==> src/rtl/unsigned_div_pkg.sv <==
// Shared types and constants for the 16/8 sequential restoring divider.
package unsigned_div_pkg;

  localparam int DIV_DW   = 16;
  localparam int DIV_VW   = 8;
  localparam int DIV_L    = 4;
  localparam int CNT_W    = $clog2(DIV_DW);
  localparam int N_EXACT  = DIV_DW;
  localparam int N_APPROX = DIV_DW - DIV_L;

  typedef enum logic [1:0] {
    IDLE,
    BUSY,
    DIV0,
    DONE
  } state_e;

endpackage

==> src/rtl/div_restore_step.sv <==
// One restoring-division iteration: shift in a dividend bit, subtract the divisor if it fits.
module div_restore_step
  import unsigned_div_pkg::*;
#(
  parameter int VW = DIV_VW
) (
  input  logic [VW-1:0] rem_i,
  input  logic          bit_i,
  input  logic [VW-1:0] divisor_i,
  output logic [VW-1:0] rem_o,
  output logic          q_o
);

  logic [VW:0]   shifted;
  logic [VW-1:0] diff;

  // The true difference is below the divisor whenever q_o is set, so VW bits suffice.
  assign shifted = {rem_i, bit_i};
  assign diff    = shifted[VW-1:0] - divisor_i;
  assign q_o     = (shifted >= {1'b0, divisor_i});
  assign rem_o   = q_o ? diff : shifted[VW-1:0];

endmodule

==> src/rtl/unsigned_seq_divider_16by8.sv <==
// Iterative 16/8 unsigned restoring divider with valid/ready on both sides.
// Defining APPROX_DIV_EN skips the low DIV_L quotient bits (they read as zero).
module unsigned_seq_divider_16by8
  import unsigned_div_pkg::*;
(
  input  logic              clk,
  input  logic              rst_n,
  input  logic              in_valid,
  output logic              in_ready,
  input  logic [DIV_DW-1:0] dividend,
  input  logic [DIV_VW-1:0] divisor,
  output logic              out_valid,
  input  logic              out_ready,
  output logic [DIV_DW-1:0] quotient,
  output logic [DIV_VW-1:0] remainder,
  output logic              div0
);

`ifdef APPROX_DIV_EN
  localparam int N = N_APPROX;
`else
  localparam int N = N_EXACT;
`endif
  localparam int QSHIFT = DIV_DW - N;

  state_e            state_q;
  logic [CNT_W-1:0]  cnt_q;
  logic [DIV_VW-1:0] rem_q;
  logic [DIV_DW-1:0] dvd_q;
  logic [DIV_VW-1:0] dsr_q;
  logic              in_ready_q;
  logic              out_valid_q;
  logic [DIV_DW-1:0] quo_q;
  logic [DIV_VW-1:0] remo_q;
  logic              div0_q;

  logic [DIV_VW-1:0] rem_d;
  logic              qbit_d;
  logic [DIV_DW-1:0] dvd_d;

  div_restore_step #(
    .VW(DIV_VW)
  ) u_step (
    .rem_i    (rem_q),
    .bit_i    (dvd_q[DIV_DW-1]),
    .divisor_i(dsr_q),
    .rem_o    (rem_d),
    .q_o      (qbit_d)
  );

  // Dividend bits leave at the top while quotient bits enter at the bottom.
  assign dvd_d = {dvd_q[DIV_DW-2:0], qbit_d};

  always_ff @(posedge clk or negedge rst_n) begin
    if (!rst_n) begin
      state_q     <= IDLE;
      cnt_q       <= '0;
      rem_q       <= '0;
      dvd_q       <= '0;
      dsr_q       <= '0;
      in_ready_q  <= 1'b1;
      out_valid_q <= 1'b0;
      quo_q       <= '0;
      remo_q      <= '0;
      div0_q      <= 1'b0;
    end else begin
      case (state_q)
        IDLE: begin
          if (in_valid && in_ready_q) begin
            dvd_q      <= dividend;
            dsr_q      <= divisor;
            rem_q      <= '0;
            in_ready_q <= 1'b0;
            if (divisor == '0) begin
              state_q <= DIV0;
            end else begin
              state_q <= BUSY;
              cnt_q   <= CNT_W'(N - 1);
            end
          end
        end
        BUSY: begin
          rem_q <= rem_d;
          dvd_q <= dvd_d;
          cnt_q <= cnt_q - 1'b1;
          // In approximate mode the untouched low dividend bits sit above the quotient and are shifted out.
          if (cnt_q == '0) begin
            state_q     <= DONE;
            out_valid_q <= 1'b1;
            quo_q       <= dvd_d << QSHIFT;
            remo_q      <= rem_d;
            div0_q      <= 1'b0;
          end
        end
        DIV0: begin
          state_q     <= DONE;
          out_valid_q <= 1'b1;
          quo_q       <= '1;
          remo_q      <= dvd_q[DIV_VW-1:0];
          div0_q      <= 1'b1;
        end
        DONE: begin
          if (out_ready) begin
            state_q     <= IDLE;
            out_valid_q <= 1'b0;
            in_ready_q  <= 1'b1;
          end
        end
        default: state_q <= IDLE;
      endcase
    end
  end

  assign in_ready  = in_ready_q;
  assign out_valid = out_valid_q;
  assign quotient  = quo_q;
  assign remainder = remo_q;
  assign div0      = div0_q;

endmodule

==> config.mk <==
export PLATFORM = sky130hd
export DESIGN_NAME = unsigned_seq_divider_16by8
export DESIGN_NICKNAME = d
export VERILOG_FILES = /design/src/rtl/unsigned_div_pkg.sv /design/src/rtl/div_restore_step.sv /design/src/rtl/unsigned_seq_divider_16by8.sv
export SDC_FILE = /design/constraint.sdc
export NUM_CORES = 1
export LEC_CHECK = 0
export ABC_AREA = 1
export BUFFER_PORTS_ARGS = -buffer_cell sky130_fd_sc_hd__buf_2
export CORE_ASPECT_RATIO = 0.7
export CORE_UTILIZATION = 35
export CTS_CLUSTER_DIAMETER = 120
export CTS_CLUSTER_SIZE = 25
export DETAILED_ROUTE_END_ITERATION = 8
export GPL_ROUTABILITY_DRIVEN = 1
export GPL_TIMING_DRIVEN = 0
export PLACE_DENSITY_LB_ADDON = 0.08
export SLEW_MARGIN = 0
export SYNTH_ARGS = -nofsm -noshare
export SYNTH_HDL_FRONTEND = slang
export SYNTH_SLANG_ARGS = --single-unit
export TNS_END_PERCENT = 10
==> constraint.sdc <==
create_clock -name clk -period 2.7 [get_ports clk]
set_input_delay 0.135 -clock clk [delete_from_list [all_inputs] [get_ports clk]]
set_output_delay 0.135 -clock clk [all_outputs]
set_load 0.01 [all_outputs]
==> results of run 1 <==
[power by group through the flow]
stage          sequential [mW]  clock, mW  combinational, mW
2_1_floorplan             1.77          0               2.40
3_3_place_gp              1.73          0               3.39
3_5_place_dp              1.74          0               3.43
4_1_cts                   1.73       1.41               3.45
5_1_grt                   1.79       1.45               3.99
6_report                  1.73       1.38               3.42
[metal layers]
metal | share of wire, % | global-route usage, % | up-vias
met5 | 0 | 0 | -
met2 | 39 | 25.7 | 68
met3 | 4.6 | 5.32 | 9
met1 | 55 | 28.7 | 1467
li1 | - | - | 1585
met4 | 1.2 | 6.40 | 0
[worst min path at each step]
stage	startpoint	end	slack (ns)	cells past startpoint
floorplan	rst_n	cnt_q[0]$_DFFE_PN0P_	-0.16	0
global route	dividend[0]	dvd_q[0]$_DFFE_PN0P_	0.09	3
detailed placement	rst_n	quotient[6]$_DFFE_PN0P_	0.31	1
finish	divisor[1]	dsr_q[1]$_DFFE_PN0P_	0.07	3
CTS	dividend[0]	dvd_q[0]$_DFFE_PN0P_	0.06	3
global placement	dividend[0]	dvd_q[0]$_DFFE_PN0P_	0.42	3
[flip-flops by register name, indices dropped and copies added, names as in the netlist, 2 cells and up]
signal and cells:
remainder 8, state_q 2, rem_q 8, dvd_q 16, quotient 16, dsr_q 8
cnt_q 4
[critical path: cells and delay by family, from the launching register on]
| family | cells | cell delay [ns] |
|---|---|---|
| flops | 1 | 0.41 |
| fa+ha+maj | 1 | 0.37 |
| buf+inv | 1 | 0.06 |
| simple gates | 9 | 1.12 |
[cell usage in the layout, fill, tap and decap left out, drive strengths merged]
master       synthesis  routed
buf                  7      61
clkinv               0       2
a21oi               12      12
nand4                3       3
clkinvlp             0       1
ha                  14      14
nand2              170     170
o22ai                3       3
o31ai                1       1
nand3b               1       1
inv                 57      57
nor3                 3       3
dlygate4sd3          0       1
nand3               23      23
a31oi                1       1
nor2                13      13
or2                  2       2
xor2                 4       4
bufinv               0       3
fa                   1       1
clkbuf               7      17
o21ai               66      66
a32o                 1       1
dfstp                1       1
dfrtp               64      64
xnor2                1       1
[kinds of logic (layout without fill, tap and decap cells)]
logic type               Yosys count  count (layout)  share of synthesized area [%]
AND/OR/NAND/NOR                  215             215                           25.0
flip-flops                        65              65                           46.6
AO/OA/AOI/OAI                     84              84                           13.5
adder cells (fa/ha/maj)           15              15                           5.59
XOR/XNOR                           5               5                           1.25
buffers and inverters             71             142                           8.06
[metrics by stage]
step           cells  hold slack, ns  util, %
2_1_floorplan    455          -0.161        -
3_3_place_gp     637           0.418     40.5
3_5_place_dp     637           0.311     40.5
4_1_cts          654          0.0640     44.3
5_1_grt          654          0.0949     44.3
6_report         654          0.0725     44.3
[layout make-up]
class / count / area [sq um]
multi-input combinational: 319 / 1580
clock inverter: 6 / 115
clock buffer: 10 / 239
inverter: 57 / 214
buffer: 14 / 67.6
fill: 1027 / 5400
timing repair buffer: 55 / 283
tap: 128 / 160
sequential: 65 / 1630
[repair_timing]
action | in CTS | in global routing
endpoints found under the hold margin | 64 | 0
resized for setup | 0 | 0
hold buffers | 1 | 0
==> qor.csv, run 1 <==
metric;value;unit
Post-DP HPWL;6630;um
area leader, netlist;dfrtp_1;
Power Total;6.52;mW
fin nets;564;
Critical Path Start;rem_q[4]$_DFFE_PN0P_;
async set-or-reset flop fraction in the synthesized netlist;100;%
startpoint of the worst-slack reg-to-reg timing path;rem_q[4]$_DFFE_PN0P_;
Psw;2.95;mW
PD cells;1520;nW/um^2
TNS Setup;0;ns
Setup WS post-layout;0.622;ns
GP Congestion;0.812;
level count of the clock H-tree;3;
syn_nets;498;
number of synthesized flops with an enable pin;0;
Max Slew Vio Count;0;
Reg power frac;26.5;%
RSZ-0062 raised after global routing;false;
Clock Power Share;21.1;%
Worst R2R End;remainder[3]$_DFFE_PN0P_;
largest net degree at the start of global routing;66;
Cell Int Power;3.57;mW
Routed Antenna Nets;0;
CP max FO;10;
slowest CP cell;dfrtp_1;
vias in the first global route;2998;
FMAX;0.481;GHz
Die ar.;10400;sq um
Critical Path Start Type;flip-flop;
post-detailed-route via-to-cell ratio;4.78;
final period utilization;77.0;%
Worst Path Arrival;2.30;ns
ant diodes;0;
row count;30;
Num Clock Sinks;65;
critical path endpoint;remainder[3]$_DFFE_PN0P_;
syn avg cell area;7.67;sq um
Root Buffer;clkbuf_16;
R2R cell count;11;
slew margin rel.;43.0;%
crit-path cells;ha_1 -> nand2_1 -> inv_1 -> nand2_1 -> nor2_1 -> nor2_2 -> nand2_4 -> nand2_1 -> nand3_1 -> nand2_1 -> nand2_1;
Synth top area share;45.9;%
CTS tree;done;
Worst path max stage delay;0.41;ns
Synth-to-Final Area Change;22.8;%
first-pass GRT wire length;14900;um
First-pass DRT Iterations;5;
1st-iter DRT viols;163;
Most used DFF post-synth;dfrtp_1;
Core Region;9680;sq um
dpl cell area;3930;sq um
status;finished, final reports clean;
clock transition at the registers of the reported paths;0.06;ns
# setup viols final;0;
routed vias;3129;
mapped cell area;3490;sq um
layout cells sized above 1;18.3;%
Setup crit end kind;flip-flop;
buffer count from post-CTS setup fixing;0;
GRT Util Overall;19.0;%
Residual DRC;0;
port bufs;54;
yosys warns;0;
top cells by area, synth;dfrtp_1 (46%), nand2_1 (18%), o21ai_0 (8.9%);
starting density of the core;36.1;%
Inserted Clock Buffers;9;
die width;121;um
min Tclk post-route;2.08;ns
Sw Share;45.2;%
Critical Path RT;2.92;ns
static leakage;2.32;nW
Comb power frac;52.4;%
die span in y;85.6;um
Slew @ Worst Pin;0.855;ns
cell mode on critical path;nand2_1;
clock buffer depth;2;
R2R Setup Slk;0.62;ns
register area share after synthesis;46.6;%
Peak VDD IR;0.555;mV
MaxCap Viol Count;0;
Yosys cell types;33;
WS Path Type;reg -> reg;
final WL;8810;um
drt wl/cell;13.5;um
clk_skew;0.00935;ns
Final Hold Fails;0;
Commonest cells post-synth;nand2_1 (168), dfrtp_1 (64), o21ai_0 (62), inv_1 (52), nand3_1 (22);
Clock Latency Late Sink;0.34;ns
pre-CTS setup slack;0.655;ns
Post-Syn Instances;455;
#FFs+latches synth;65;
Finished Cell Area;4290;sq um
top-count cell post-synth;nand2_1;
Worst Hold Class;in -> reg;
overflow left after global routing;0;
Top Ports;55;
initial antenna violation count;0;
Power figures use the tool's default switching activity.
==> run 2, diff against run 1 <==
==> constraint.sdc (replaced) <==
create_clock -name clk -period 1.9 [get_ports clk]
set_input_delay 0.095 -clock clk [delete_from_list [all_inputs] [get_ports clk]]
set_output_delay 0.095 -clock clk [all_outputs]
set_load 0.01 [all_outputs]
==> qor.csv, run 2 (synthesis results as in run 1) <==
metric;value;unit;change
status;finished, final reports clean;;
Final Hold Fails;0;;unchanged
Setup crit end kind;flip-flop;;
FMAX;0.535;GHz;+11%
met2 GRT Util;26.3;%;+0.67 points
pre-CTS setup slack;-0.145;ns;-0.800 ns
PD cells;2200;nW/um^2;+45%
fin nets;576;;+2.1%
ant diodes;0;;unchanged
clock buffer depth;2;;unchanged
post-detailed-route via-to-cell ratio;4.83;;+0.87%
hold path start;dividend[0];;
Critical Path Start Type;flip-flop;;
First-pass DRT Iterations;5;;unchanged
commonest cells after routing, fill and taps aside;nand2_1 (161), dfrtp_1 (63), o21ai_0 (62);;
overflow left after global routing;0;;unchanged
drt wl/cell;13.7;um;+1.7%
Setup WS post-layout;0.0296;ns;-0.592 ns
Placed Cells;637;;unchanged
Global Route met1 Usage;28.7;%;+0.042 points
worst hold endpoint;dvd_q[0]$_DFFE_PN0P_;;
clock transition at the registers of the reported paths;0.06;ns;about the same
clk_skew;0.00773;ns;-0.00162 ns
Inserted Clock Buffers;9;;unchanged
GP Congestion;0.812;;unchanged
row count;30;;unchanged
final WL;9130;um;+3.6%
MaxCap Viol Count;0;;unchanged
Max Slew Vio Count;0;;unchanged
Peak VDD IR;0.809;mV;+46%
die span in y;85.6;um;unchanged
final period utilization;98.4;%;+21 points
Fillers;994;;-3.2%
Top Ports;55;;unchanged
storage element area;1630;sq um;about the same
Die ar.;10400;sq um;unchanged
static leakage;2.40;nW;+3.4%
GRT Util Overall;19.2;%;+0.25 points
CTS tree;done;;
RSZ-0062 raised after global routing;true;;
Synth-to-Final Area Change;31.8;%;
Finished Cell Area;4600;sq um;+7.3%
startpoint of the worst-slack reg-to-reg timing path;dvd_q[15]$_DFFE_PN0P_;;
vias in the first global route;3053;;+1.8%
slew margin rel.;42.7;%;-0.26 points
WS Path Type;reg -> reg;;
Routed Antenna Nets;0;;unchanged
Post-DP HPWL;6630;um;unchanged
gr busiest metal;met1;;
starting density of the core;36.1;%;unchanged
routed vias;3214;;+2.7%
Core Region;9680;sq um;unchanged
R2R Setup Slk;0.03;ns;-0.59 ns
Num Clock Sinks;65;;unchanged
most common cell after layout, fill and taps aside;nand2_1;;
Multi-input gate area;1780;sq um;+13%
first-pass GRT wire length;15100;um;+1.3%
layout cells sized above 1;27.0;%;+8.7 points
Hold Slack;0.0335;ns;-0.0390 ns
Worst Path Arrival;2.09;ns;-0.21 ns
Clock Latency Late Sink;0.34;ns;about the same
Finished Layout Cells;666;;+1.8%
1st-iter DRT viols;170;;+4.3%
level count of the clock H-tree;3;;unchanged
dpl cell area;3930;sq um;unchanged
TNS Setup;0;ns;unchanged
port bufs;54;;unchanged
Slew @ Worst Pin;0.859;ns;+0.00386 ns
initial antenna violation count;0;;unchanged
Critical Path RT;2.12;ns;-0.80 ns
min Tclk post-route;1.87;ns;-0.208 ns
# setup viols final;0;;unchanged
largest net degree at the start of global routing;66;;unchanged
R2R cell count;14;;+3
Worst R2R End;remainder[6]$_DFFE_PN0P_;;
Worst Hold Class;in -> reg;;
GRT met3 Usage;5.32;%;unchanged
Root Buffer;clkbuf_16;;
Residual DRC;0;;unchanged
CP max FO;3;;-7
die width;121;um;unchanged
hold depth;3;;unchanged
[run 2: what timing repair did]
action | in CTS | in global routing
hold buffers | 1 | 0
resized for setup | 17 | 40
pin swaps | 3 | 13
endpoints found under the setup margin | 19 | 59
hold endpoints to repair | 64 | 0
buffers inserted | 5 | 7
[run 2: layout make-up]
cell class                      count  share of cell area (%)
Tap cell                          128                    3.48
Sequential cell                    65                    35.4
Clock buffer                       10                    5.19
Timing Repair Buffer               67                    8.10
Multi-Input combinational cell    319                    38.7
Buffer                             14                    1.85
Inverter                           57                    4.76
Clock inverter                      6                    2.50
[run 2: report_power, final]
group,switching [mW],internal (mW)
registers,0.421,2.08
clock network,0.640,1.32
logic,3.46,2.20
[run 2: worst max-delay path, stage by stage, from the launching register on]
cell and delay, ns:
dfrtp_1 0.39, inv_2 0.09, ha_4 0.14, inv_4 0.04, fa_2 0.39, nand2_2 0.08, nand2_2 0.06, nand3b_1 0.11
nand2_1 0.06, nand2_1 0.06, nand2_1 0.06, nand2_2 0.08, nand3_2 0.06, nand2_1 0.09, nand2_1 0.05
[run 2: how the worst max path moves through the flow]
stage | from | endpoint
final | dvd_q[15]$_DFFE_PN0P_ | remainder[6]$_DFFE_PN0P_
after global routing | dvd_q[15]$_DFFE_PN0P_ | remainder[6]$_DFFE_PN0P_
after CTS | state_q[1]$_DFFE_PN0P_ | dvd_q[10]$_DFFE_PN0P_
after detailed placement | rem_q[4]$_DFFE_PN0P_ | remainder[7]$_DFFE_PN0P_
after global placement | rem_q[4]$_DFFE_PN0P_ | remainder[7]$_DFFE_PN0P_
after floorplan | rem_q[3]$_DFFE_PN0P_ | remainder[6]$_DFFE_PN0P_
[run 2: through the flow]
step	power, mW	util, %
6_report	10.1	47.5
3_5_place_dp	7.35	40.5
5_1_grt	11.1	47.5
4_1_cts	9.72	45.6
3_3_place_gp	7.28	40.5
2_1_floorplan	5.92	-
[run 2: routing by layer]
metal  part of all wire [%]  up-vias
met3                    4.6       11
met1                     54     1531
met2                     40       60
met4                    1.4        0
li1                       -     1612
met5                      0        -
==> run 3, diff against run 2 <==
--- a/config.mk
+++ b/config.mk
@@ -5,7 +5,6 @@
 export SDC_FILE = /design/constraint.sdc
 export NUM_CORES = 1
 export LEC_CHECK = 0
-export ABC_AREA = 1
 export BUFFER_PORTS_ARGS = -buffer_cell sky130_fd_sc_hd__buf_2
 export CORE_ASPECT_RATIO = 0.7
 export CORE_UTILIZATION = 35
==> qor.csv, run 3 <==
metric;value;unit;change
status;complete, but fails checks;;
failing checks;setup timing;;
Synth Area in XOR/XNOR;1.28;%;+0.023 points
Max Slew Vio Count;0;;unchanged
Clock Latency Late Sink;0.33;ns;about the same
clk_skew;0.00494;ns;-0.00279 ns
level count of the clock H-tree;3;;unchanged
die width;120;um;-0.90%
compound-cell area share of the yosys netlist;20.7;%;+7.3 points
First-pass DRT Iterations;4;;-1
Most used DFF post-synth;dfrtp_1;;
1st-iter DRT viols;159;;-6.5%
clock buffer depth;2;;unchanged
static leakage;1.93;nW;-19%
Root Buffer;clkbuf_16;;
Commonest cells post-synth;dfrtp_1 (64), a21oi_1 (45), o21ai_0 (40), nand2_1 (31), nor2_1 (27);;
# setup viols final;20;;+20
PD cells;1960;nW/um^2;-11%
Placed Cells;538;;-16%
post-detailed-route via-to-cell ratio;5.15;;+6.6%
syn_nets;403;;-19%
Critical Path Start Type;flip-flop;;
gr busiest metal;met1;;
pre-CTS setup slack;-0.394;ns;-0.249 ns
area leader, netlist;dfrtp_1;;
Cell Int Power;5.31;mW;-5.3%
met2 GRT Util;26.9;%;+0.51 points
fin nets;481;;-16%
largest net degree at the start of global routing;66;;unchanged
slew margin rel.;42.3;%;-0.45 points
ant diodes;0;;unchanged
Post-Syn Instances;360;;-21%
Post-DP HPWL;6560;um;-0.97%
post-synthesis mux area share;8.47;%;+8.5 points
routed vias;2913;;-9.4%
Psw;3.57;mW;-21%
row count;29;;-3.3%
overflow left after global routing;0;;unchanged
layout cells sized above 1;31.9;%;+4.9 points
CP max FO;6;;+3
GRT met3 Usage;4.89;%;-0.43 points
Core Region;9290;sq um;-4.1%
min Tclk post-route;2.12;ns;+0.251 ns
Post-Synth Simple-Gate Area;11.8;%;-13 points
initial antenna violation count;0;;unchanged
top cells by area, synth;dfrtp_1 (47%), a21oi_1 (6.6%), mux2i_1 (5.8%);;
FMAX;0.471;GHz;-12%
number of synthesized flops with an enable pin;0;;unchanged
die span in y;84.8;um;-0.89%
GRT Util Overall;19.2;%;-0.066 points
starting density of the core;36.9;%;+0.85 points
largest family of logic cells by synthesized area;compound AO/OA/AOI/OAI gates;;
commonest cells after routing, fill and taps aside;dfrtp_1 (63), buf_2 (55), a21oi_1 (41);;
Setup crit end kind;flip-flop;;
Yosys cell types;44;;+33%
syn avg cell area;9.52;sq um;+24%
Layout Utilization;48.8;%;+1.3 points
vias in the first global route;2782;;-8.9%
Setup WS post-layout;-0.221;ns;-0.251 ns
first-pass GRT wire length;14800;um;-1.6%
register area share after synthesis;47.5;%;+0.87 points
Routed Antenna Nets;0;;unchanged
Inserted Clock Buffers;9;;unchanged
top-count cell post-synth;dfrtp_1;;
Worst Hold Class;in -> reg;;
most common cell after layout, fill and taps aside;dfrtp_1;;
final period utilization;112;%;+13 points
#FFs+latches synth;65;;unchanged
WS Path Type;reg -> reg;;
Residual DRC;0;;unchanged
MaxCap Viol Count;0;;unchanged
Synth top area share;46.7;%;+0.85 points
Reg power frac;26.4;%;+1.7 points
CTS tree;done;;
Slew @ Worst Pin;0.866;ns;+0.00671 ns
mapped cell area;3430;sq um;-1.8%
clock transition at the registers of the reported paths;0.05;ns;about the same
Num Clock Sinks;65;;unchanged
RSZ-0062 raised after global routing;true;;
yosys warns;0;;unchanged
Finished Layout Cells;566;;-15%
Peak VDD IR;0.734;mV;-9.2%
adder-cell area share of the yosys netlist;5.69;%;+0.10 points
final WL;9090;um;-0.39%
Top Ports;55;;unchanged
Comb power frac;53.1;%;-2.8 points
port bufs;54;;unchanged
Global Route met1 Usage;28.7;%;about the same
async set-or-reset flop fraction in the synthesized netlist;100;%;unchanged
Worst Path Arrival;2.32;ns;+0.23 ns
GP Congestion;0.739;;-9.0%
Critical Path RT;2.10;ns;-0.02 ns
Final Hold Fails;0;;unchanged
Synth-to-Final Area Change;32.2;%;
Sw Share;40.2;%;-4.4 points
Die ar.;10200;sq um;-1.8%
drt wl/cell;16.1;um;+17%
Clock Power Share;20.5;%;+1.1 points
-- run 3: cell count changes after synthesis, sizes merged, moves of 6 or more --
cell and delta:
a21oi +33, clkbuf +6, inv -36, mux2 +8
mux2i +20, nand2 -137, nand3 -19, nand3b +7
nor2 +14, o21ai -23, o22ai +13
-- run 3: cells by family after synthesis --
group                    after synthesis
multiplexers                          28
buffers and inverters                 39
AO/OA/AOI/OAI                        123
XOR/XNOR                               5
adder cells (fa/ha/maj)               15
flip-flops                            65
AND/OR/NAND/NOR                       85
-- run 3: path summary, 6_finish.rpt --
kind,slack (ns),startpoint,depth (start not counted),endpoint
setup reg to reg,-0.22,dsr_q[6]$_DFFE_PN0P_,8,rem_q[1]$_DFFE_PN0P_
hold / removal,0.01,divisor[6],2,dsr_q[6]$_DFFE_PN0P_
max in group asynchronous,0.85,rst_n,2,rem_q[1]$_DFFE_PN0P_
setup / recovery,-0.22,dsr_q[6]$_DFFE_PN0P_,8,rem_q[1]$_DFFE_PN0P_
hold reg to reg,0.50,out_valid$_DFFE_PN0P_,1,out_valid$_DFFE_PN0P_
min in group asynchronous,0.43,rst_n,2,state_q[0]$_DFFE_PN0P_
-- run 3: cell type report --
class	count	area (sq um)
well taps	124	155
clock inverters	2	60.1
fillers	921	4760
repair buffers	68	383
plain buffers	17	100
flip-flops and latches	65	1630
clock buffers	13	270
multi-input cells	256	1860
inverters	21	78.8
-- run 3: critical path: stages, from the launching register on --
cell and delay [ns]:
dfrtp_1 0.38, inv_2 0.07, ha_4 0.21, a21o_1 0.21, a2111oi_4 0.45, and2_1 0.20
buf_6 0.15, mux2i_4 0.25, o21ai_1 0.07
-- run 3: metrics by stage --
step | power, mW | hold slack [ns] | TNS, ns | area [sq um]
2_1_floorplan | 5.25 | -0.201 | -0.0923 | 3530
3_5_place_dp | 6.32 | 0.272 | -12.35 | 3960
4_1_cts | 8.66 | 0.000843 | -1.77 | 4460
6_report | 8.88 | 0.0127 | -2.43 | 4530
5_1_grt | 9.55 | 0.00183 | -5.48 | 4530
3_3_place_gp | 6.27 | 0.344 | -11.55 | 3960
-- run 3: what timing repair did --
item	CTS	global route
endpoints found under the setup margin	44	48
hold buffers	2	0
endpoints found under the hold margin	65	0
resized for setup	29	24
setup buffers	10	2
pin swaps	17	5
-- run 3: layer usage --
layer  share of wire [%]  vias to the layer above
met2                  42                       66
li1                    -                     1442
met5                   0                        -
met4                 1.2                        0
met3                 5.0                       11
met1                  52                     1394
-- run 3: power by group through the flow --
stage	Sequential, mW	Clock [mW]	Combinational, mW
after floorplan	2.25	0	3.00
after global placement	2.34	0	3.92
after detailed placement	2.36	0	3.97
after CTS	2.33	1.87	4.45
after global routing	2.41	1.93	5.21
final	2.34	1.82	4.72
